--- src/rtl/fifo_stream_reader_if.sv ---
// Handshake bundle between an async FIFO's show-ahead read port, the reader,
// and the downstream valid/ready stream consumer.
interface fifo_stream_reader_if #(parameter int DATA_WIDTH = 8);
  logic                  i_fifo_empty;
  logic [DATA_WIDTH-1:0] i_fifo_data;
  logic                  o_fifo_rd_en;
  logic                  o_valid;
  logic                  i_ready;
  logic [DATA_WIDTH-1:0] o_data;
  logic                  o_last;
  logic [1:0]            o_level;

  modport master (
    input  i_fifo_empty, i_fifo_data, i_ready,
    output o_fifo_rd_en, o_valid, o_data, o_last, o_level
  );

  modport slave (
    output i_fifo_empty, i_fifo_data, i_ready,
    input  o_fifo_rd_en, o_valid, o_data, o_last, o_level
  );
endinterface

--- src/rtl/fifo_stream_reader.sv ---
// Drains a show-ahead FIFO into a 2-entry registered valid/ready stream and
// marks every PACKET_LEN-th transferred beat with o_last.
module fifo_stream_reader #(
  parameter int DATA_WIDTH = 8,
  parameter int PACKET_LEN = 4
) (
  input logic                 i_clock,
  input logic                 i_reset,
  fifo_stream_reader_if.master bus
);
  localparam int CW = (PACKET_LEN > 1) ? $clog2(PACKET_LEN) : 1;

  typedef enum logic [1:0] {EMPTY = 2'd0, ONE = 2'd1, TWO = 2'd2} state_e;

  state_e                state_q;
  logic [DATA_WIDTH-1:0] head_q, skid_q;
  logic [CW-1:0]         cnt_q, cnt_d;
  logic                  push, out, valid, at_last;

  // Pop decision uses only registered occupancy, so i_ready never reaches rd_en.
  assign push    = !i_reset && !bus.i_fifo_empty && (state_q != TWO);
  assign valid   = (state_q != EMPTY);
  assign out     = valid && bus.i_ready;
  assign at_last = (cnt_q == CW'(PACKET_LEN - 1));

  always_comb begin
    cnt_d = cnt_q;
    if (out) cnt_d = at_last ? '0 : cnt_q + CW'(1);
  end

  always_ff @(posedge i_clock) begin
    if (i_reset) begin
      state_q <= EMPTY;
      head_q  <= '0;
      skid_q  <= '0;
      cnt_q   <= '0;
    end else begin
      cnt_q <= cnt_d;
      case (state_q)
        EMPTY: if (push) begin
          head_q  <= bus.i_fifo_data;
          state_q <= ONE;
        end
        ONE: begin
          if (push && out) begin
            head_q <= bus.i_fifo_data;
          end else if (push) begin
            skid_q  <= bus.i_fifo_data;
            state_q <= TWO;
          end else if (out) begin
            state_q <= EMPTY;
          end
        end
        TWO: if (out) begin
          head_q  <= skid_q;
          state_q <= ONE;
        end
        default: state_q <= EMPTY;
      endcase
    end
  end

  assign bus.o_fifo_rd_en = push;
  assign bus.o_valid      = valid;
  assign bus.o_data       = head_q;
  assign bus.o_last       = valid && at_last;
  assign bus.o_level      = state_q;
endmodule
--- src/flat_wrapper.sv ---
// flat-port wrapper written by rule: the top's interface ports become plain ports
module fifo_stream_reader_flat 
#(
  parameter int DATA_WIDTH = 8,
  parameter int PACKET_LEN = 4
)
  (i_clock, i_reset, bus_i_fifo_empty, bus_i_fifo_data, bus_i_ready, bus_o_fifo_rd_en, bus_o_valid, bus_o_data, bus_o_last, bus_o_level);
  fifo_stream_reader_if #(.DATA_WIDTH(DATA_WIDTH)) bus_i ();
  input logic i_clock;
  input logic i_reset;
  input wire logic [$bits(bus_i.i_fifo_empty)-1:0] bus_i_fifo_empty;
  input wire logic [$bits(bus_i.i_fifo_data)-1:0] bus_i_fifo_data;
  input wire logic [$bits(bus_i.i_ready)-1:0] bus_i_ready;
  output wire logic [$bits(bus_i.o_fifo_rd_en)-1:0] bus_o_fifo_rd_en;
  output wire logic [$bits(bus_i.o_valid)-1:0] bus_o_valid;
  output wire logic [$bits(bus_i.o_data)-1:0] bus_o_data;
  output wire logic [$bits(bus_i.o_last)-1:0] bus_o_last;
  output wire logic [$bits(bus_i.o_level)-1:0] bus_o_level;
  assign bus_i.i_fifo_empty = bus_i_fifo_empty;
  assign bus_i.i_fifo_data = bus_i_fifo_data;
  assign bus_i.i_ready = bus_i_ready;
  assign bus_o_fifo_rd_en = bus_i.o_fifo_rd_en;
  assign bus_o_valid = bus_i.o_valid;
  assign bus_o_data = bus_i.o_data;
  assign bus_o_last = bus_i.o_last;
  assign bus_o_level = bus_i.o_level;
  fifo_stream_reader #(.DATA_WIDTH(DATA_WIDTH), .PACKET_LEN(PACKET_LEN)) u_core (.i_clock(i_clock), .i_reset(i_reset), .bus(bus_i));
endmodule
--- config.mk ---
export PLATFORM = sky130hd
export DESIGN_NAME = fifo_stream_reader_flat
export DESIGN_NICKNAME = d
export VERILOG_FILES = /design/src/rtl/fifo_stream_reader_if.sv /design/src/rtl/fifo_stream_reader.sv /design/src/flat_wrapper.sv
export SDC_FILE = /design/constraint.sdc
export NUM_CORES = 1
export LEC_CHECK = 0
export ABC_AREA = 1
export BUFFER_PORTS_ARGS = -buffer_cell sky130_fd_sc_hd__buf_4
export CORE_MARGIN = 4
export CORE_UTILIZATION = 47
export CTS_CLUSTER_DIAMETER = 80
export CTS_CLUSTER_SIZE = 12
export DETAILED_ROUTE_END_ITERATION = 8
export PLACE_DENSITY = 0.74
export SETUP_SLACK_MARGIN = 0.2
export SYNTH_ARGS = -nofsm -noshare
export SYNTH_HDL_FRONTEND = slang
export SYNTH_SLANG_ARGS = --single-unit
--- constraint.sdc ---
create_clock -name i_clock -period 1.1 [get_ports i_clock]
set_input_delay 0.33 -clock i_clock [delete_from_list [all_inputs] [get_ports i_clock]]
set_output_delay 0.33 -clock i_clock [all_outputs]
set_load 0.02 [all_outputs]
== Word-level counts from Yosys, hierarchy flattened ==
Index checks and enable logic that the tools add are counted.
Word-level totals
  memories kept: 0
  word-level logic and storage cells: 39
  latch bits: 0
  output and inout bits: 13
  register bits after elaboration: 20
  ROM bits: 0
  memory bits (writable): 0
  input port bits: 12
Cells by class
  equal/unequal tests: 9
  add/sub/neg operators: 1
  multiply operators: 0
  multiplexer cells: 11
  magnitude comparators: 0
  reduce and logical (&&, ||, !) cells: 13
  divide/modulo/power cells: 0
  shifts and indexed selects: 0
  bitwise operators: 1
Operators by type and width (number)
  $mux W8: 3
  $pmux W8 S3: 1
  $mux W2: 6
  $reduce_and A4 Y1: 2
  $ne A2 B1 Y1 const B: 3
  $pmux W2 S3: 1
  $logic_and A1 B1 Y1: 5
  $eq A2 B2 Y1 const B: 2
  $ne A2 B2 Y1 const B: 2
  $ne A3 B1 Y1 const B: 1
  $reduce_and A3 Y1: 1
  $reduce_bool A3 Y1: 1
  $add A2 B1 Y2 const B: 1
  $eq A2 B1 Y1 const B: 1
  $logic_not A1 Y1: 2
  $logic_not A2 Y1: 1
  $reduce_bool A2 Y1: 1
  $not A1 Y1: 1

== Longest topological paths before layout ==
Gate-level depths: netlist (run 1).
  depth after elaboration: 6
  gate-level depth with buffers: 8
  mapped depth without buffers: 7

== Worst setup path after synthesis (run 1) ==
Ideal clock, no wire load.
  path type: flip-flop to output port
  start: register u_core.state_q[0] (netlist: u_core.bus.o_level[0])
  end: output bus_o_last
  cell stages (with the launch flop): 5
  arrival: 1.100 ns
  slack: -0.330 ns
  data required time: 0.770 ns
  path buffers: 0
  cell sequence: dfxtp_1 -> inv_2 -> nand2_2 -> inv_1 -> nor2_1
Between the ends
  longest elaborated chain between the ends: 2
RTL lines
  start: declaration: line fifo_stream_reader.sv:15  | state_e state_q;
  start signal: assignment: line fifo_stream_reader.sv:33  | state_q <= EMPTY;
  start signal: assignment: line fifo_stream_reader.sv:42  | state_q <= ONE;
  start signal: assignment: line fifo_stream_reader.sv:49  | state_q <= TWO;
  $reduce_bool A2 Y1: line fifo_stream_reader.sv:22  | assign valid = (state_q != EMPTY);
  named net bus_o_valid: line flat_wrapper.sv:15  | output wire logic [$bits(bus_i.o_valid)-1:0] bus_o_valid;
  $logic_and A1 B1 Y1: line fifo_stream_reader.sv:66  | assign bus.o_last = valid && at_last;
  end: declaration: line flat_wrapper.sv:17  | output wire logic [$bits(bus_i.o_last)-1:0] bus_o_last;
The timed path passes the listed nets, and every way through them passes these cells.

== Final worst setup path (run 1) ==
  start: register u_core.state_q[1] (netlist: u_core.bus.o_level[1])
  end: output bus_o_last
Between the ends
  longest elaborated chain between the ends: 2
RTL lines (line)
  $reduce_bool A2 Y1: fifo_stream_reader.sv:22
  $logic_and A1 B1 Y1: fifo_stream_reader.sv:66
Every way passes these cells.

==> Implementation_results.wiki, run 1 <==
{| class="wikitable"
! Metric !! Value
|-
| Run status || finished with violations
|-
| Violated checks || setup timing
|-
| Height of the die || 55.8 µm
|-
| Post-detailed-route DRC marker count || 0
|-
| Quantity of I/O buffers inserted on ports || 24
|-
| Number of maximum-capacitance constraint violations || 0
|-
| Kind of launch point of the worst setup path || register
|-
| Reg2reg setup slack || -220 ps
|-
| RSZ-0062 raised after global routing || yes
|-
| Iteration count of the initial detailed-routing pass || 4
|-
| Clock-pin slew on the worst setup and hold paths || 120 ps
|-
| Final Wtd Congestion || 0.874
|-
| Source-to-sink clock delay at the later pin of the worst-skew pair || 310 ps
|-
| Worst hold path class || input port to register
|-
| Area of the core || 2190 µm²
|-
| Worst setup skew after layout || 1.30 ps
|-
| Adder and majority cell fraction of the synthesized area || 1.16%
|-
| Fraction of the mapped netlist area in compound gates || 2.09%
|-
| Synth top area share || 37.2%
|-
| Worst path required time || 770 ps
|-
| Logic pwr share || 35.3%
|-
| Final Core Density || 84.2%
|-
| Min setup slack post-route || -310 ps
|-
| First-pass GRT wire length || 4850 µm
|-
| Layout overhead on the synthesized area || 71.4%
|-
| Total CTS buffers || 3
|-
| Post-Syn Area per Cell || 6.26 µm²
|-
| Initial antenna violation count || 0
|-
| Total wire length after detailed routing || 3760 µm
|-
| Crit path capture type || output port
|-
| Flops & latches, synth || 20
|-
| Synth Warn # || 0
|-
| Clock Tree Root || sky130_fd_sc_hd__clkbuf_4
|-
| Share of total power in the clock network || 25.2%
|-
| Number of sinks on the clock net || 20
|-
| Detailed Route Iter0 Violations || 51
|-
| Data arrival at the endpoint of the critical path || 1080 ps
|-
| Pre-CTS WS || -117 ps
|-
| H-tree levels || 1
|-
| Vias per std cell || 5.19
|-
| Sequential fraction of the synthesis area || 37.2%
|-
| IR drop worst, VDD || 0.793 mV
|-
| Max frequency || 0.709 GHz
|-
| Sw Share || 33.1%
|-
| Net switching component of the power || 688 µW
|-
| Worst slew slack as a fraction of its limit || 78.1%
|-
| Post-synthesis net count || 185
|-
| Crit Path Category || register to output port
|-
| Number of placement rows || 17
|-
| Number of hold buffers added after cts || 0
|-
| Avg WL per Cell || 15.1 µm
|-
| Combinational family with the most area after synthesis || simple AND/OR/NAND/NOR gates
|-
| Netlist Area Pre-Place || 1080 µm²
|-
| Detailed placer's ending HPWL || 1870 µm
|-
| Chip width || 55.8 µm
|-
| Leading post-synthesis cells by cell area || sky130_fd_sc_hd__dfxtp_1, sky130_fd_sc_hd__nand2_1, sky130_fd_sc_hd__nor2_1
|-
| Min Clock Period, post-route || 1410 ps
|-
| Fin crit share || 128%
|-
| Max clock buf depth || 2
|-
| Biggest area consumer among synthesized cells || sky130_fd_sc_hd__dfxtp_1
|-
| Post-synth cell types || 18
|-
| Number of global-route vias before repair || 1118
|-
| Final #Nets || 235
|-
| Antenna violation net count after detailed routing || 0
|-
| Most common cell after layout, fill and taps aside || sky130_fd_sc_hd__nand2_1
|-
| Simple logic cell fraction of the synthesized area || 46.5%
|-
| Cells after Synth || 172
|-
| Setup-violating endpoint count in the final report || 32
|-
| Die Footprint || 3120 µm²
|-
| Multiplexer share of the synthesized area || 0%
|-
| Internal portion of total power || 1.39 mW
|-
| Final Max Slew Viols || 0
|-
| Final hold violation count || 0
|-
| Count of pins on the block boundary || 25
|-
| Pwr dens || 1130 nW/µm²
|-
| Leading cell types in the layout, fill and taps excluded || sky130_fd_sc_hd__nand2_1, sky130_fd_sc_hd__nor2_1, sky130_fd_sc_hd__buf_4
|-
| Worst Max-Slew Pin Slew || 328 ps
|-
| Largest net degree at the start of global routing || 20
|-
| Initial Util || 49.1%
|-
| Maximum fanout count along the critical path || 4
|-
| Static power due to leakage || 0.911 nW
|-
| Gr usage total || 19.2%
|-
| Vias post-DR || 1293
|-
| Antenna cells || 0
|-
| Grt ovf || 0
|-
| Share of final-layout standard cells stronger than drive strength 1 || 49.3%
|-
| Xor and xnor area share after synthesis || 0%
|-
| Clock tree from TritonCTS || yes
|-
| Register share of total power || 39.5%
|}
-- flip-flops by register name, summed over array words and instances (netlist names) --
signal	cells
u_core.bus.o_data	8
u_core.skid_q	8
u_core.cnt_q	2
u_core.bus.o_level	2
-- cells by family (layout without fill, tap and decap cells) --
group,after synthesis,count (layout)
adder cells (fa/ha/maj),1,1
AND/OR/NAND/NOR,115,117
buffers and inverters,32,79
flip-flops,20,20
AO/OA/AOI/OAI,4,4
-- per-stage QoR --
| step | hold WS, ps | area (µm²) | total power, mW | std cells | setup TNS (ps) |
|---|---|---|---|---|---|
| after global routing | 259 | 1840 | 2.19 | 249 | -5150 |
| after floorplan | 399 | 1130 | 1.12 | 172 | 0 |
| final | 277 | 1840 | 2.08 | 249 | -3550 |
| after global placement | 465 | 1400 | 1.28 | 231 | -980 |
| after detailed placement | 472 | 1400 | 1.30 | 231 | -1570 |
| after CTS | 263 | 1600 | 1.91 | 240 | -1630 |
-- final timing paths --
kind | startpoint | end | depth (start not counted)
setup / recovery | u_core.bus.o_level[1] | bus_o_last | 5
hold / removal | i_reset | u_core.bus.o_level[1] | 3
setup reg to reg | u_core.bus.o_level[1] | u_core.skid_q[1] | 8
hold reg to reg | u_core.skid_q[2] | u_core.skid_q[2] | 2
-- routing by layer --
metal	GRT usage, %	up-vias	part of all wire [%]
li1	-	632	-
met2	35.5	53	49
met1	22.3	591	39
met5	0	-	0
met3	3.48	17	7.9
met4	6.10	0	3.8
-- cells in the mapped netlist --
library cell and number:
sky130_fd_sc_hd__buf_1 1, sky130_fd_sc_hd__nor2_2 1, sky130_fd_sc_hd__buf_6 2, sky130_fd_sc_hd__nand2_4 1, sky130_fd_sc_hd__buf_2 4, sky130_fd_sc_hd__nand2_1 49
sky130_fd_sc_hd__nand3_1 11, sky130_fd_sc_hd__a21oi_1 1, sky130_fd_sc_hd__nand4_1 8, sky130_fd_sc_hd__dfxtp_1 20, sky130_fd_sc_hd__o21ai_0 2, sky130_fd_sc_hd__a211oi_1 1
sky130_fd_sc_hd__ha_1 1, sky130_fd_sc_hd__nor2_1 39, sky130_fd_sc_hd__inv_1 23, sky130_fd_sc_hd__nand2_2 5, sky130_fd_sc_hd__inv_2 2, sky130_fd_sc_hd__nor3_4 1
-- power groups by stage --
stage	Combinational, mW	Sequential (mW)	Clock [mW]
2_1_floorplan	0.262	0.858	0
3_3_place_gp	0.469	0.814	0
3_5_place_dp	0.480	0.816	0
4_1_cts	0.551	0.816	0.544
5_1_grt	0.784	0.827	0.578
6_report	0.734	0.821	0.524
-- repair_timing --
item | 4_1_cts | 5_1_grt
gates cloned | 2 | 0
gates resized for setup | 37 | 46
pin swaps | 7 | 22
setup endpoints to repair | 33 | 33
setup buffers | 3 | 9
-- layout make-up --
class                   instances  area [µm²]
inverters                      25         106
clock buffers                   4        47.5
repair buffers                 50         477
multi-input cells             122         758
flip-flops and latches         20         420
well taps                      28        35.0
fillers                       126         347
-- worst max-delay path, cell delays in order, from the launching register on --
cell,delay (ps)
sky130_fd_sc_hd__dfxtp_4,410
sky130_fd_sc_hd__inv_4,60
sky130_fd_sc_hd__nand2_8,70
sky130_fd_sc_hd__inv_4,40
sky130_fd_sc_hd__nor2_4,70
sky130_fd_sc_hd__buf_6,120
No activity file was read; power rests on OpenSTA's default activity.
==> run 2, diff against run 1 <==
SETUP_SLACK_MARGIN = 0.1   (was 0.2)
==> run 2 against run 1 <==
Against the previous run: the flow still finishes with violations (setup timing); sequential share of layout area increased by 1.9 points; critical path depth stayed put; clock skew up 10 ps; sequential power about the same; critical endpoint is now bus_o_fifo_rd_en.
==> Implementation_results.wiki, run 2 (synthesis gave the netlist of run 1 again) <==
{| class="wikitable"
! Metric !! Value
|-
| GR Util met2 || 36.0% (was 35.5%)
|-
| Reg2reg setup slack || -180 ps (was -220 ps)
|-
| Hold worst-path end || u_core.bus.o_level[1] (unchanged)
|-
| Crit path capture type || output port (unchanged)
|-
| Ordered list of cells on the worst path || inv_8, nand2_4, nand2_2, inv_2, buf_6 (was inv_4, nand2_8, inv_4, nor2_4, buf_6)
|-
| Number of placement rows || 17 (unchanged)
|-
| Worst hold path cell count || 3 (unchanged)
|-
| IR drop worst, VDD || 0.676 mV (was 0.793 mV)
|-
| Clock Tree Root || sky130_fd_sc_hd__clkbuf_4 (unchanged)
|-
| Slowest stage cell, crit path || sky130_fd_sc_hd__dfxtp_4 (unchanged)
|-
| Min Clock Period, post-route || 1400 ps (was 1410 ps)
|-
| Violated checks || setup timing (unchanged)
|-
| Global routing's busiest layer || met2 (unchanged)
|-
| Iteration count of the initial detailed-routing pass || 4 (unchanged)
|-
| Total wire length after detailed routing || 3270 µm (was 3760 µm)
|-
| RSZ-0062 raised after global routing || yes (unchanged)
|-
| Combined buffer and inverter count along the critical path || 3 (unchanged)
|-
| Gr usage total || 21.5% (was 19.2%)
|-
| Clock-pin slew on the worst setup and hold paths || 120 ps (about the same)
|-
| Worst Reg2Reg Path Length in Cells || 9 (was 8)
|-
| Vias per std cell || 4.98 (was 5.19)
|-
| Startpoint of the worst register-to-register path || u_core.bus.o_level[1] (unchanged)
|-
| Layout overhead on the synthesized area || 57.9% (was 71.4%)
|-
| GR met1 Demand/Resource || 28.9% (was 22.3%)
|-
| Setup-violating endpoint count in the final report || 31 (was 32)
|-
| Leading cell types in the layout, fill and taps excluded || sky130_fd_sc_hd__nand2_1, sky130_fd_sc_hd__nor2_1, sky130_fd_sc_hd__buf_4 (unchanged)
|-
| Run status || finished with violations (unchanged)
|-
| Worst setup skew after layout || 11.4 ps (was 1.30 ps)
|-
| Setup TNS || -3980 ps (was -3550 ps)
|-
| Antenna violation net count after detailed routing || 0 (unchanged)
|-
| Initial Util || 49.1% (unchanged)
|-
| Static power due to leakage || 0.862 nW (was 0.911 nW)
|-
| Met3 usage in global routing || 4.41% (was 3.48%)
|-
| Data arrival at the endpoint of the critical path || 1070 ps (was 1080 ps)
|-
| Initial antenna violation count || 0 (unchanged)
|-
| Min setup slack post-route || -304 ps (was -310 ps)
|-
| Share of final-layout standard cells stronger than drive strength 1 || 42.0% (was 49.3%)
|-
| Pwr dens || 1080 nW/µm² (was 1130 nW/µm²)
|-
| Source-to-sink clock delay at the later pin of the worst-skew pair || 310 ps (about the same)
|-
| Final #Nets || 233 (was 235)
|-
| Worst path required time || 770 ps (about the same)
|-
| Worst hold path class || input port to register (unchanged)
|-
| Final Core Density || 77.6% (was 84.2%)
|-
| Most common cell after layout, fill and taps aside || sky130_fd_sc_hd__nand2_1 (unchanged)
|-
| Total area of multi-input combinational cells || 662 µm² (was 758 µm²)
|-
| Maximum fanout count along the critical path || 4 (unchanged)
|-
| Launch point of the worst hold path || i_reset (unchanged)
|-
| Grt ovf || 0 (unchanged)
|-
| Avg WL per Cell || 13.2 µm (was 15.1 µm)
|-
| H-tree levels || 1 (unchanged)
|-
| Fin crit share || 128% (about the same)
|-
| Final Wtd Congestion || 0.853 (was 0.874)
|-
| Max frequency || 0.712 GHz (was 0.709 GHz)
|-
| Quantity of I/O buffers inserted on ports || 24 (unchanged)
|-
| Total CTS buffers || 3 (unchanged)
|-
| Antenna cells || 0 (unchanged)
|-
| Worst Max-Slew Pin Slew || 260 ps (was 328 ps)
|-
| Delay of the slowest critical-path stage || 390 ps (was 410 ps)
|-
| Post-route design area || 1700 µm² (was 1840 µm²)
|-
| Final Max Slew Viols || 0 (unchanged)
|-
| Area of the core || 2190 µm² (unchanged)
|-
| Placed cell count || 231 (unchanged)
|-
| Chip width || 55.8 µm (unchanged)
|-
| Worst slew slack as a fraction of its limit || 82.6% (was 78.1%)
|-
| Crit Path Category || register to output port (unchanged)
|-
| Pre-CTS WS || -88.1 ps (was -117 ps)
|-
| Post-layout power || 1.84 mW (was 2.08 mW)
|-
| Vias post-DR || 1230 (was 1293)
|-
| Detailed Route Iter0 Violations || 44 (was 51)
|-
| Count of non-filler cells in the finished layout || 247 (was 249)
|-
| Endpoint of the worst register-to-register path || u_core.bus.o_data[6] (was u_core.skid_q[1])
|-
| Detailed placer's ending HPWL || 1910 µm (was 1870 µm)
|-
| Family of cells with the greatest summed delay on the critical path || flip-flops (unchanged)
|-
| # fillers || 163 (was 126)
|-
| First-pass GRT wire length || 5340 µm (was 4850 µm)
|-
| Post-detailed-route DRC marker count || 0 (unchanged)
|-
| Largest net degree at the start of global routing || 20 (unchanged)
|-
| Flip-flop and latch area || 420 µm² (unchanged)
|-
| Height of the die || 55.8 µm (unchanged)
|-
| Number of maximum-capacitance constraint violations || 0 (unchanged)
|-
| Minimum hold slack || 272 ps (was 277 ps)
|-
| Number of sinks on the clock net || 20 (unchanged)
|-
| Post-placement cell area || 1400 µm² (unchanged)
|-
| Count of pins on the block boundary || 25 (unchanged)
|-
| Final hold violation count || 0 (unchanged)
|-
| Die Footprint || 3120 µm² (unchanged)
|-
| Number of global-route vias before repair || 1127 (was 1118)
|-
| Clock tree from TritonCTS || yes (unchanged)
|-
| Kind of launch point of the worst setup path || register (unchanged)
|-
| Max clock buf depth || 2 (unchanged)
|}
==> run 2: cell count changes in the layout (fill, tap and decap cells not counted), sizes merged <==
cell,before,now
buf,50,48
clkbuf,4,3
clkinv,0,1
==> run 2: worst max-delay path by stage <==
stage,cells after the start,slack (ps),endpoint,from
2_1_floorplan,8,10,u_core.bus.o_data[5],u_core.bus.o_level[1]
3_3_place_gp,7,-70,u_core.skid_q[4],i_reset
3_5_place_dp,8,-90,u_core.bus.o_data[0],bus_i_fifo_empty
4_1_cts,4,-290,bus_o_last,u_core.cnt_q[1]
5_1_grt,5,-360,bus_o_fifo_rd_en,u_core.bus.o_level[0]
6_report,5,-300,bus_o_fifo_rd_en,u_core.bus.o_level[0]
==> run 2: report_power, final <==
group | leakage [nW] | total [mW] | internal [mW] | switching (mW)
combinational | 0.678 | 0.653 | 0.298 | 0.355
sequential | 0.169 | 0.819 | 0.778 | 0.0412
clock | 0.0154 | 0.367 | 0.133 | 0.234
==> run 2: timing repair <==
action / CTS / global route
cloned: 2 / 0
hold buffers: 0 / 0
pin swaps: 8 / 7
gates resized for setup: 44 / 13
setup endpoints to repair: 32 / 33
setup buffers: 8 / 3
==> run 2: final cells by class <==
| class | instances | area share (%) |
|---|---|---|
| clock buffers | 3 | 1.33 |
| clock inverters | 1 | 0.221 |
| inverters | 25 | 6.41 |
| multi-input cells | 122 | 39.0 |
| flip-flops and latches | 20 | 24.7 |
| well taps | 28 | 2.06 |
| repair buffers | 48 | 26.3 |
==> run 2: tightest hold or removal path, delay by kind of cell <==
family	cells	cell delay (ps)
buffers and inverters	2	200
AOI/OAI and AO/OA	1	30
==> run 2: layer usage <==
layer | routed length, µm | vias to the layer above
met5 | 0 | -
met4 | 53 | 0
met3 | 212 | 6
met2 | 1640 | 43
met1 | 1360 | 559
li1 | - | 622
